===== src/rtl/seven_segment_pkg.sv =====
// Shared seven-segment definitions: hex glyphs (abcdefg, bit 6 = a, active-high),
// the blank pattern and a polarity helper used by all display blocks.
package seven_segment_pkg;

  localparam logic [6:0] SEG_OFF = 7'b0000000;

  localparam logic [6:0] SEG_0 = 7'b1111110;
  localparam logic [6:0] SEG_1 = 7'b0110000;
  localparam logic [6:0] SEG_2 = 7'b1101101;
  localparam logic [6:0] SEG_3 = 7'b1111001;
  localparam logic [6:0] SEG_4 = 7'b0110011;
  localparam logic [6:0] SEG_5 = 7'b1011011;
  localparam logic [6:0] SEG_6 = 7'b1011111;
  localparam logic [6:0] SEG_7 = 7'b1110000;
  localparam logic [6:0] SEG_8 = 7'b1111111;
  localparam logic [6:0] SEG_9 = 7'b1111011;
  localparam logic [6:0] SEG_A = 7'b1110111;
  localparam logic [6:0] SEG_B = 7'b0011111;
  localparam logic [6:0] SEG_C = 7'b1001110;
  localparam logic [6:0] SEG_D = 7'b0111101;
  localparam logic [6:0] SEG_E = 7'b1001111;
  localparam logic [6:0] SEG_F = 7'b1000111;

  function automatic logic [6:0] hex_to_seg(input logic [3:0] value);
    logic [6:0] seg;
    case (value)
      4'h0: seg = SEG_0;
      4'h1: seg = SEG_1;
      4'h2: seg = SEG_2;
      4'h3: seg = SEG_3;
      4'h4: seg = SEG_4;
      4'h5: seg = SEG_5;
      4'h6: seg = SEG_6;
      4'h7: seg = SEG_7;
      4'h8: seg = SEG_8;
      4'h9: seg = SEG_9;
      4'hA: seg = SEG_A;
      4'hB: seg = SEG_B;
      4'hC: seg = SEG_C;
      4'hD: seg = SEG_D;
      4'hE: seg = SEG_E;
      default: seg = SEG_F;
    endcase
    return seg;
  endfunction

  // Converts an active-high segment pattern to pin polarity.
  function automatic logic [6:0] seg_pol(input logic [6:0] seg, input logic active_low);
    return seg ^ {7{active_low}};
  endfunction

  function automatic logic bit_pol(input logic value, input logic active_low);
    return value ^ active_low;
  endfunction

endpackage


===== src/rtl/seven_segment_digit.sv =====
// Hex digit to active-high segment pattern, with an override to blank the glyph.
module seven_segment_digit
  import seven_segment_pkg::*;
(
  input  logic [3:0] value,
  input  logic       suppress,
  output logic [6:0] abcdefg
);

  assign abcdefg = suppress ? SEG_OFF : hex_to_seg(value);

endmodule


===== src/rtl/seven_segment_scan.sv =====
// Multiplexed seven-segment scan engine: per-frame snapshot, leading-zero
// suppression, blanking, PWM brightness, dead time and output polarity.
module seven_segment_scan
  import seven_segment_pkg::*;
#(
  parameter int n_digits       = 8,
  parameter int bits_per_digit = 4,
  parameter int w              = n_digits * bits_per_digit,
  parameter int div_w          = 10,
  parameter int bright_w       = 4,
  parameter int guard          = 2,
  parameter bit active_low     = 1'b1
) (
  input  logic                clk,
  input  logic                reset,
  input  logic                en,
  input  logic [w-1:0]        num,
  input  logic [n_digits-1:0] dots,
  input  logic [n_digits-1:0] blank,
  input  logic                lz_en,
  input  logic [bright_w-1:0] brightness,
  output logic [6:0]          abcdefg,
  output logic                dot,
  output logic [n_digits-1:0] anodes,
  output logic                frame_start
);

  localparam int                idx_w    = (n_digits > 1) ? $clog2(n_digits) : 1;
  localparam logic [idx_w-1:0]  idx_last = idx_w'(n_digits - 1);
  localparam logic [div_w-1:0]  cnt_max  = '1;
  localparam logic [div_w-1:0]  guard_c  = div_w'(guard);

  logic [div_w-1:0]    cnt_p0;
  logic [idx_w-1:0]    idx_p0;
  logic [w-1:0]        num_s;
  logic [n_digits-1:0] dots_s;
  logic [n_digits-1:0] blank_s;
  logic [n_digits-1:0] lz_mask_s;
  logic [n_digits-1:0] lz_mask_d;

  logic                slot_end;
  logic                frame_end;
  logic                lit;
  logic [3:0]          digit_val;
  logic [6:0]          seg_dec;
  logic [n_digits-1:0] onehot;

  logic [6:0]          seg_p1;
  logic                dot_p1;
  logic [n_digits-1:0] an_p1;
  logic                frame_start_p1;

  assign slot_end  = (cnt_p0 == cnt_max);
  assign frame_end = slot_end && (idx_p0 == idx_last);

  // Scan from the top digit down; zeros stay dark until the first nonzero digit.
  always_comb begin
    logic suppress;
    lz_mask_d = '0;
    suppress  = lz_en;
    for (int i = n_digits - 1; i >= 1; i--) begin
      if (num[i*4 +: 4] != 4'd0) suppress = 1'b0;
      lz_mask_d[i] = suppress;
    end
  end

  assign digit_val = num_s[{idx_p0, 2'b00} +: 4];

  // Dead time at slot start, then a PWM window set by the top bits of cnt.
  assign lit = en && !blank_s[idx_p0] && (cnt_p0 >= guard_c) &&
               (cnt_p0[div_w-1 -: bright_w] <= brightness);

  always_comb begin
    onehot         = '0;
    onehot[idx_p0] = 1'b1;
  end

  seven_segment_digit u_digit (
    .value    (digit_val),
    .suppress (lz_mask_s[idx_p0]),
    .abcdefg  (seg_dec)
  );

  // p0 -> p1: scan state and shadows feed the registered pin drivers
  always_ff @(posedge clk) begin
    if (reset) begin
      cnt_p0         <= '0;
      idx_p0         <= '0;
      num_s          <= '0;
      dots_s         <= '0;
      blank_s        <= '0;
      lz_mask_s      <= '0;
      frame_start_p1 <= 1'b0;
      seg_p1         <= seg_pol(SEG_OFF, active_low);
      dot_p1         <= bit_pol(1'b0, active_low);
      an_p1          <= {n_digits{active_low}};
    end else begin
      cnt_p0 <= cnt_p0 + 1'b1;
      if (slot_end) idx_p0 <= (idx_p0 == idx_last) ? '0 : idx_p0 + 1'b1;
      if (frame_end) begin
        num_s     <= num;
        dots_s    <= dots;
        blank_s   <= blank;
        lz_mask_s <= lz_mask_d;
      end
      frame_start_p1 <= frame_end;
      seg_p1         <= seg_pol(lit ? seg_dec : SEG_OFF, active_low);
      dot_p1         <= bit_pol(lit & dots_s[idx_p0], active_low);
      an_p1          <= (lit ? onehot : '0) ^ {n_digits{active_low}};
    end
  end

  assign abcdefg     = seg_p1;
  assign dot         = dot_p1;
  assign anodes      = an_p1;
  assign frame_start = frame_start_p1;

endmodule


===== config.mk =====
export PLATFORM = sky130hd
export DESIGN_NAME = seven_segment_scan
export DESIGN_NICKNAME = d
export VERILOG_FILES = /design/src/rtl/seven_segment_pkg.sv /design/src/rtl/seven_segment_digit.sv /design/src/rtl/seven_segment_scan.sv
export SDC_FILE = /design/constraint.sdc
export NUM_CORES = 1
export LEC_CHECK = 0
export ABC_AREA = 1
export CAP_MARGIN = 5
export CORE_ASPECT_RATIO = 1.4
export CORE_MARGIN = 2
export CORE_UTILIZATION = 49
export CTS_BUF_LIST = sky130_fd_sc_hd__clkbuf_8
export DETAILED_ROUTE_END_ITERATION = 12
export PLACE_DENSITY = 0.76
export SLEW_MARGIN = 15
export SYNTH_ARGS = -nofsm -noshare
export SYNTH_HDL_FRONTEND = slang
export SYNTH_SLANG_ARGS = --single-unit

===== constraint.sdc =====
create_clock -name clk -period 2 [get_ports clk]
set_input_delay 0.3 -clock clk [delete_from_list [all_inputs] [get_ports clk]]
set_output_delay 0.3 -clock clk [all_outputs]
set_load 0.01 [all_outputs]

Word-level counts from Yosys, hierarchy flattened
Memory sizes are Yosys's and may differ from the RTL's.
Cells that the tools add are included.
{"block": "word_totals", "memories": 1, "ff_bits": 85, "wordCells": 56, "mem_bits_ro": 112, "in_bits": 56}
{"block": "classes", "n_mux": 19, "add_sub_neg": 2, "n_eq_ne": 2, "n_lt_le_gt_ge": 4, "n_bitwise": 4, "shifts": 1, "n_reduce_logical": 13}
{"name": "(no name shown)", "words": 16, "width": 7, "rd": 1, "rd_ports_with_merged_regs": 0, "write_ports": 0, "line_no": "seven_segment_pkg.sv:26", "source": "case (value)"}
{"operator": "indexed part select 32 x 6 -> 4 bit", "n": 1}
{"operator": "nonzero test 4 bit", "n": 7}
{"operator": "2-to-1 mux 7 bit", "n": 2}
{"operator": "2-to-1 mux 1 bit", "n": 11}
{"operator": "adder 10 x 1 -> 10 bit, second input constant", "n": 1}
{"operator": "== test 10 bit, second input constant", "n": 1}
{"operator": ">= comparator 10 x 2 -> 1 bit, second input constant", "n": 1}
{"operator": "binary-select mux 1 bit (select 3 bit)", "n": 3}
{"operator": "2-to-1 mux 8 bit", "n": 1}
{"operator": "inverter 8 bit", "n": 1}
{"operator": "inverter 7 bit", "n": 1}
{"operator": "logical AND 1 bit", "n": 5}
{"operator": "less-or-equal comparator 4 bit", "n": 1}
{"operator": "less-than comparator 3 x 4 -> 1 bit, second input constant", "n": 1}
{"operator": "adder 3 x 1 -> 3 bit, second input constant", "n": 1}
{"operator": "demux 1 bit (select 3 bit)", "n": 1}
{"operator": "== test 3 bit, second input constant", "n": 1}
{"operator": ">= comparator 3 x 1 -> 1 bit, second input constant", "n": 1}
{"operator": "2-to-1 mux 3 bit", "n": 1}
{"operator": "AND 1 bit", "n": 1}
{"operator": "zero test 1 bit", "n": 1}
{"operator": "inverter 1 bit", "n": 1}

Logic depth before layout (Yosys ltp)
{"block": "depth", "word_depth": 8, "mapped_depth": 14, "ltp_nobuf": 13}

By module
Synthesis repeated with hierarchy kept, for this count alone.
{"block": "hier_totals", "cells_unflattened": 535, "hier_area_um2": 4035.1}
{"module": "seven_segment_scan", "cells_per_inst": 483, "area_each_um2": 3734.8, "n_inst": 1}
{"module": "seven_segment_digit", "cells_per_inst": 52, "area_each_um2": 300.3, "n_inst": 1}

Least setup slack after synthesis
OpenSTA, ideal clock, no wires.
{"block": "synth_path", "path_kind": "reg-to-reg", "start": "reg idx_p0[0]", "end": "reg seg_p1[6], in the netlist abcdefg[6]", "stages_incl_launch_ff": 15, "slack_ps": 42, "period_less_slack_ps": 1958, "setup_ps": 124, "arrival_ps": 1834, "path_cell_list": "dfxtp_1 buf_4 inv_2 buf_4 nand2_1 inv_1 nand2_1 nand3_1 nor2_1 inv_1 ha_1 nand3_1 nor2_1 nor2_1 nand3_1"}
{"block": "synth_via", "elab_chain_cells": 8, "word_cells_on_any_way": 13, "classes_between": "shift (1); mux (6); bitwise (1); reduce/logical (4); memory (1)"}
{"item": "start: declaration", "line_no": "seven_segment_scan.sv:34", "source": "logic [idx_w-1:0] idx_p0;"}
{"item": "start signal: assignment", "line_no": "seven_segment_scan.sv:99", "source": "if (slot_end) idx_p0 <= (idx_p0 == idx_last) ? '0 : idx_p0 + 1'b1;"}
{"item": "parallel branches: the longest is 6 deep, another holds memory read (16 x 7 bit)"}
{"item": "2-to-1 mux 7 bit *", "line_no": "seven_segment_scan.sv:107", "source": "seg_p1 <= seg_pol(lit ? seg_dec : SEG_OFF, active_low);"}
{"item": "inverter 7 bit (no source line) *"}
{"item": "end signal: assignment", "line_no": "seven_segment_scan.sv:94", "source": "seg_p1 <= seg_pol(SEG_OFF, active_low);"}
{"item": "end signal: assignment", "line_no": "seven_segment_scan.sv:107"}
{"item": "end: declaration", "line_no": "seven_segment_scan.sv:48", "source": "logic [6:0] seg_p1;"}
Mark *: on every way between the ends. The select of a mux whose other input is x is not followed.
A chain may end at the register's enable or synchronous reset.

Final worst setup path
{"block": "layout_path", "start": "reg idx_p0[0]", "end": "reg seg_p1[2], in the netlist abcdefg[2]"}
Same word-level chain as after synthesis.

==> impl_metrics.yaml <==
synthesis:
  synth_area_leaders: "dfxtp_1, nand2_1, inv_1"
  synth_largest_area_cell: "dfxtp_1"
  yosysMostFrequentCell: "nand2_1"
  ys_warn_count: 0
  synth-main-ff-cell: "dfxtp_1"
  postSynthAreaPerCell_sq_um: 7.323
  synth_edf_count: 0
  synth_nets: 606
  netlist_instances: 536
  ys_seq_elements: 85
  async_flop_share_pct: 0
  yosysTopAreaCellShare_pct: 43.35
  synthTopCellsByCount: "nand2_1, dfxtp_1, inv_1, nand3_1, nor2_1"
  syn-cell-area_sq_um: 3925
  netlist-cell-type-count: 34
  synth_seq_area_share_pct: 43.35
global_route:
  grt_use_total_pct: 22.89
  antenna_found_initial: 0
  grt_pass1_wl_um: 15400
  grt-ovfl-total: 0
  grt_pass1_vias: 3471
  grt_max_degree: 36
sta:
  worst_pin_slew_ps: 498.1
  fin_crit_sh_pct: 94.07
  setup-violations-final: 0
  hold_viol: 0
  rsz0062_at_grt: "no"
  final.min_clock_period_ps: 1881
  fin_tns_setup_ps: 0
  slew_headroom_pct: 66.48
  fin_ws_ps: 118.5
  drv_slew: 0
  skew_ps: 8.103
  max_freq_ghz: 0.5315
die:
  io_pins: 73
  num_rows: 38
  dieArea_sq_um: 8752
  fp.dieW_um: 79.64
  core_sq_um: 7750
  chipHeight_um: 109.9
  start_util_pct: 50.65
detailed_routing:
  wl_per_cell_um: 13.09
  ant_nets: 0
  viasPerCell: 4.990
  post-route-drc-count: 0
  drt_iter0_drc: 194
  wl_um: 9609
  vias: 3663
  dr.pass1.iters: 4
layout:
  drive_gt1_share_pct: 11.51
  nNetsFinal: 699
  area_growth_pct: 30.63
  layout.cells.non_filler: 734
  diodes: 0
placement:
  dp_cells: 713
  hpwl_um: 7275
  place.gp.congestion: 0.8375
  numPortBuffers: 72
  dp_slack_ps: -37.36
status:
  outcome: "finished, final reports clean"
min_path:
  min_path_cells: 2
  hp-class: "flip-flop to flip-flop"
  hp-start: "dots_s[3]$_SDFFE_PP0P_"
  hold_end: "dots_s[3]$_SDFFE_PP0P_"
clock_tree:
  cts.sinks: 85
  cts_tree: "done"
  numCtsBuffers: 9
  h-tree-depth: 3
  root_buffer: "clkbuf_8"
  ctsLongestPathBuffers: 2
  path_clk_slew_ps: 80
  cts_hold_buffers: 0
  clk_latency_ps: 360
setup_path:
  cp_num_buf_inv: 3
  worst_path_dominant_cell_family: "simple AND/OR/NAND/NOR gates"
  r2r_cells: 10
  setup.worst_path.class: "flip-flop to flip-flop"
  crit_chain: "inv_2, buf_4, nand2_1, nand3_1, nand3_1, nor2_4, buf_4, nand2_1, nand3_1, nand3_1"
  crit_top_cell: "nand3_1"
  cp.required_ps: 2250
  startpoint_type: "flip-flop"
  cp_slowest_cell: "dfxtp_2"
  reg2reg_setup_slack_ps: 120
  r2r-end: "abcdefg[2]$_SDFF_PP1_"
  reg2reg_from: "idx_p0[0]$_SDFFE_PP0N_"
  cp_data_arrival_time_ps: 2140
  cp-end-kind: "flip-flop"
  max_stage_delay_ps: 350
  crit_fanout: 9
power:
  p_leak_nw: 2.337
  power_density_nw_per_um2: 669.4
  ir_drop_v: 0.0006247
job:
  max-cap-violations: 0
==> layout by cell type (no fill, tap or decap), types with 4 or more instances in the layout <==
cell,Yosys,layout
a21oi_1,12,12
buf_4,3,23
clkbuf_8,0,10
clkdlybuf4s50_1,0,72
dfxtp_1,85,82
ha_1,14,14
inv_1,71,69
nand2_1,178,177
nand3_1,39,39
nand4_1,4,4
nor2_1,34,32
nor2_4,2,5
o211ai_1,11,11
o21ai_0,28,26
o21ai_2,10,10
o22ai_1,9,9
==> power breakdown <==
part / internal, mW / switching, mW / total (mW)
sequential: 1.71 / 0.00779 / 1.71
clock: 0.860 / 0.613 / 1.47
combinational: 0.146 / 0.0996 / 0.246
==> flip-flops by register name (all words and copies together), names as in the netlist <==
register	cells
lz_mask_s	7
frame_start	1
num_s	32
idx_p0	3
cnt_p0	10
anodes	8
abcdefg	7
blank_s	8
dots_s	8
dot	1
==> worst max-delay path by stage <==
stage                                      start               endpoint  slack [ps]  depth (start not counted)
after global routing      idx_p0[2]$_SDFFE_PP0N_  abcdefg[6]$_SDFF_PP1_          20                         13
final                     idx_p0[0]$_SDFFE_PP0N_  abcdefg[2]$_SDFF_PP1_         120                         10
after global placement             brightness[3]   anodes[6]$_SDFF_PP1_          50                         11
after floorplan           idx_p0[0]$_SDFFE_PP0N_  abcdefg[6]$_SDFF_PP1_          40                         14
after detailed placement           brightness[3]  abcdefg[6]$_SDFF_PP1_         -40                         11
after CTS                 idx_p0[2]$_SDFFE_PP0N_  abcdefg[6]$_SDFF_PP1_          10                         13
==> routing by layer <==
layer  GRT usage, %  share of wire, %  vias to the layer above
met1          25.66                40                     1655
met4          11.95               2.0                        0
met5              0                 0                        -
met2          41.60                52                      109
li1               -                 -                     1884
met3          3.202               5.4                       15
==> metrics by stage <==
step           power (mW)  area [sq um]  util, %  hold WS, ps
6_report            3.432          5127    66.16        455.6
5_1_grt             3.544          5127    66.16        466.3
4_1_cts             3.453          5056    65.24        456.8
3_5_place_dp        2.000          4808    62.04        441.1
3_3_place_gp        1.996          4808    62.04        433.0
2_1_floorplan       1.842          3925        -        403.1
==> kinds of logic after synthesis <==
group / synth area share, %
and+or+nand+nor: 29.71
adders and majority gates: 4.463
AOI/OAI and AO/OA: 11.19
DFF: 43.35
buffers and inverters: 10.62
xor gates and xnor gates: 0.6696
==> worst reg2reg max path, stage by stage, from the launching register on <==
cell and delay, ps:
dfxtp_2 350, inv_2 160, buf_4 200, nand2_1 70
nand3_1 110, nand3_1 250, nor2_4 280, buf_4 160
nand2_1 60, nand3_1 80, nand3_1 60
==> cell type report <==
class,count,area [sq um]
sequential,85,1705
multi-input combinational,361,1829
clock inverter,6,110.1
inverter,74,284.0
timing repair buffer,98,935.9
clock buffer,10,137.6
fill,684,2623
tap,100,125.1
==> repair_timing <==
item	CTS	global route
setup endpoints to repair	0	8
endpoints found under the hold margin	0	0
buffers inserted	0	5
gates resized for setup	0	15
(Power assumes the default switching activity.)
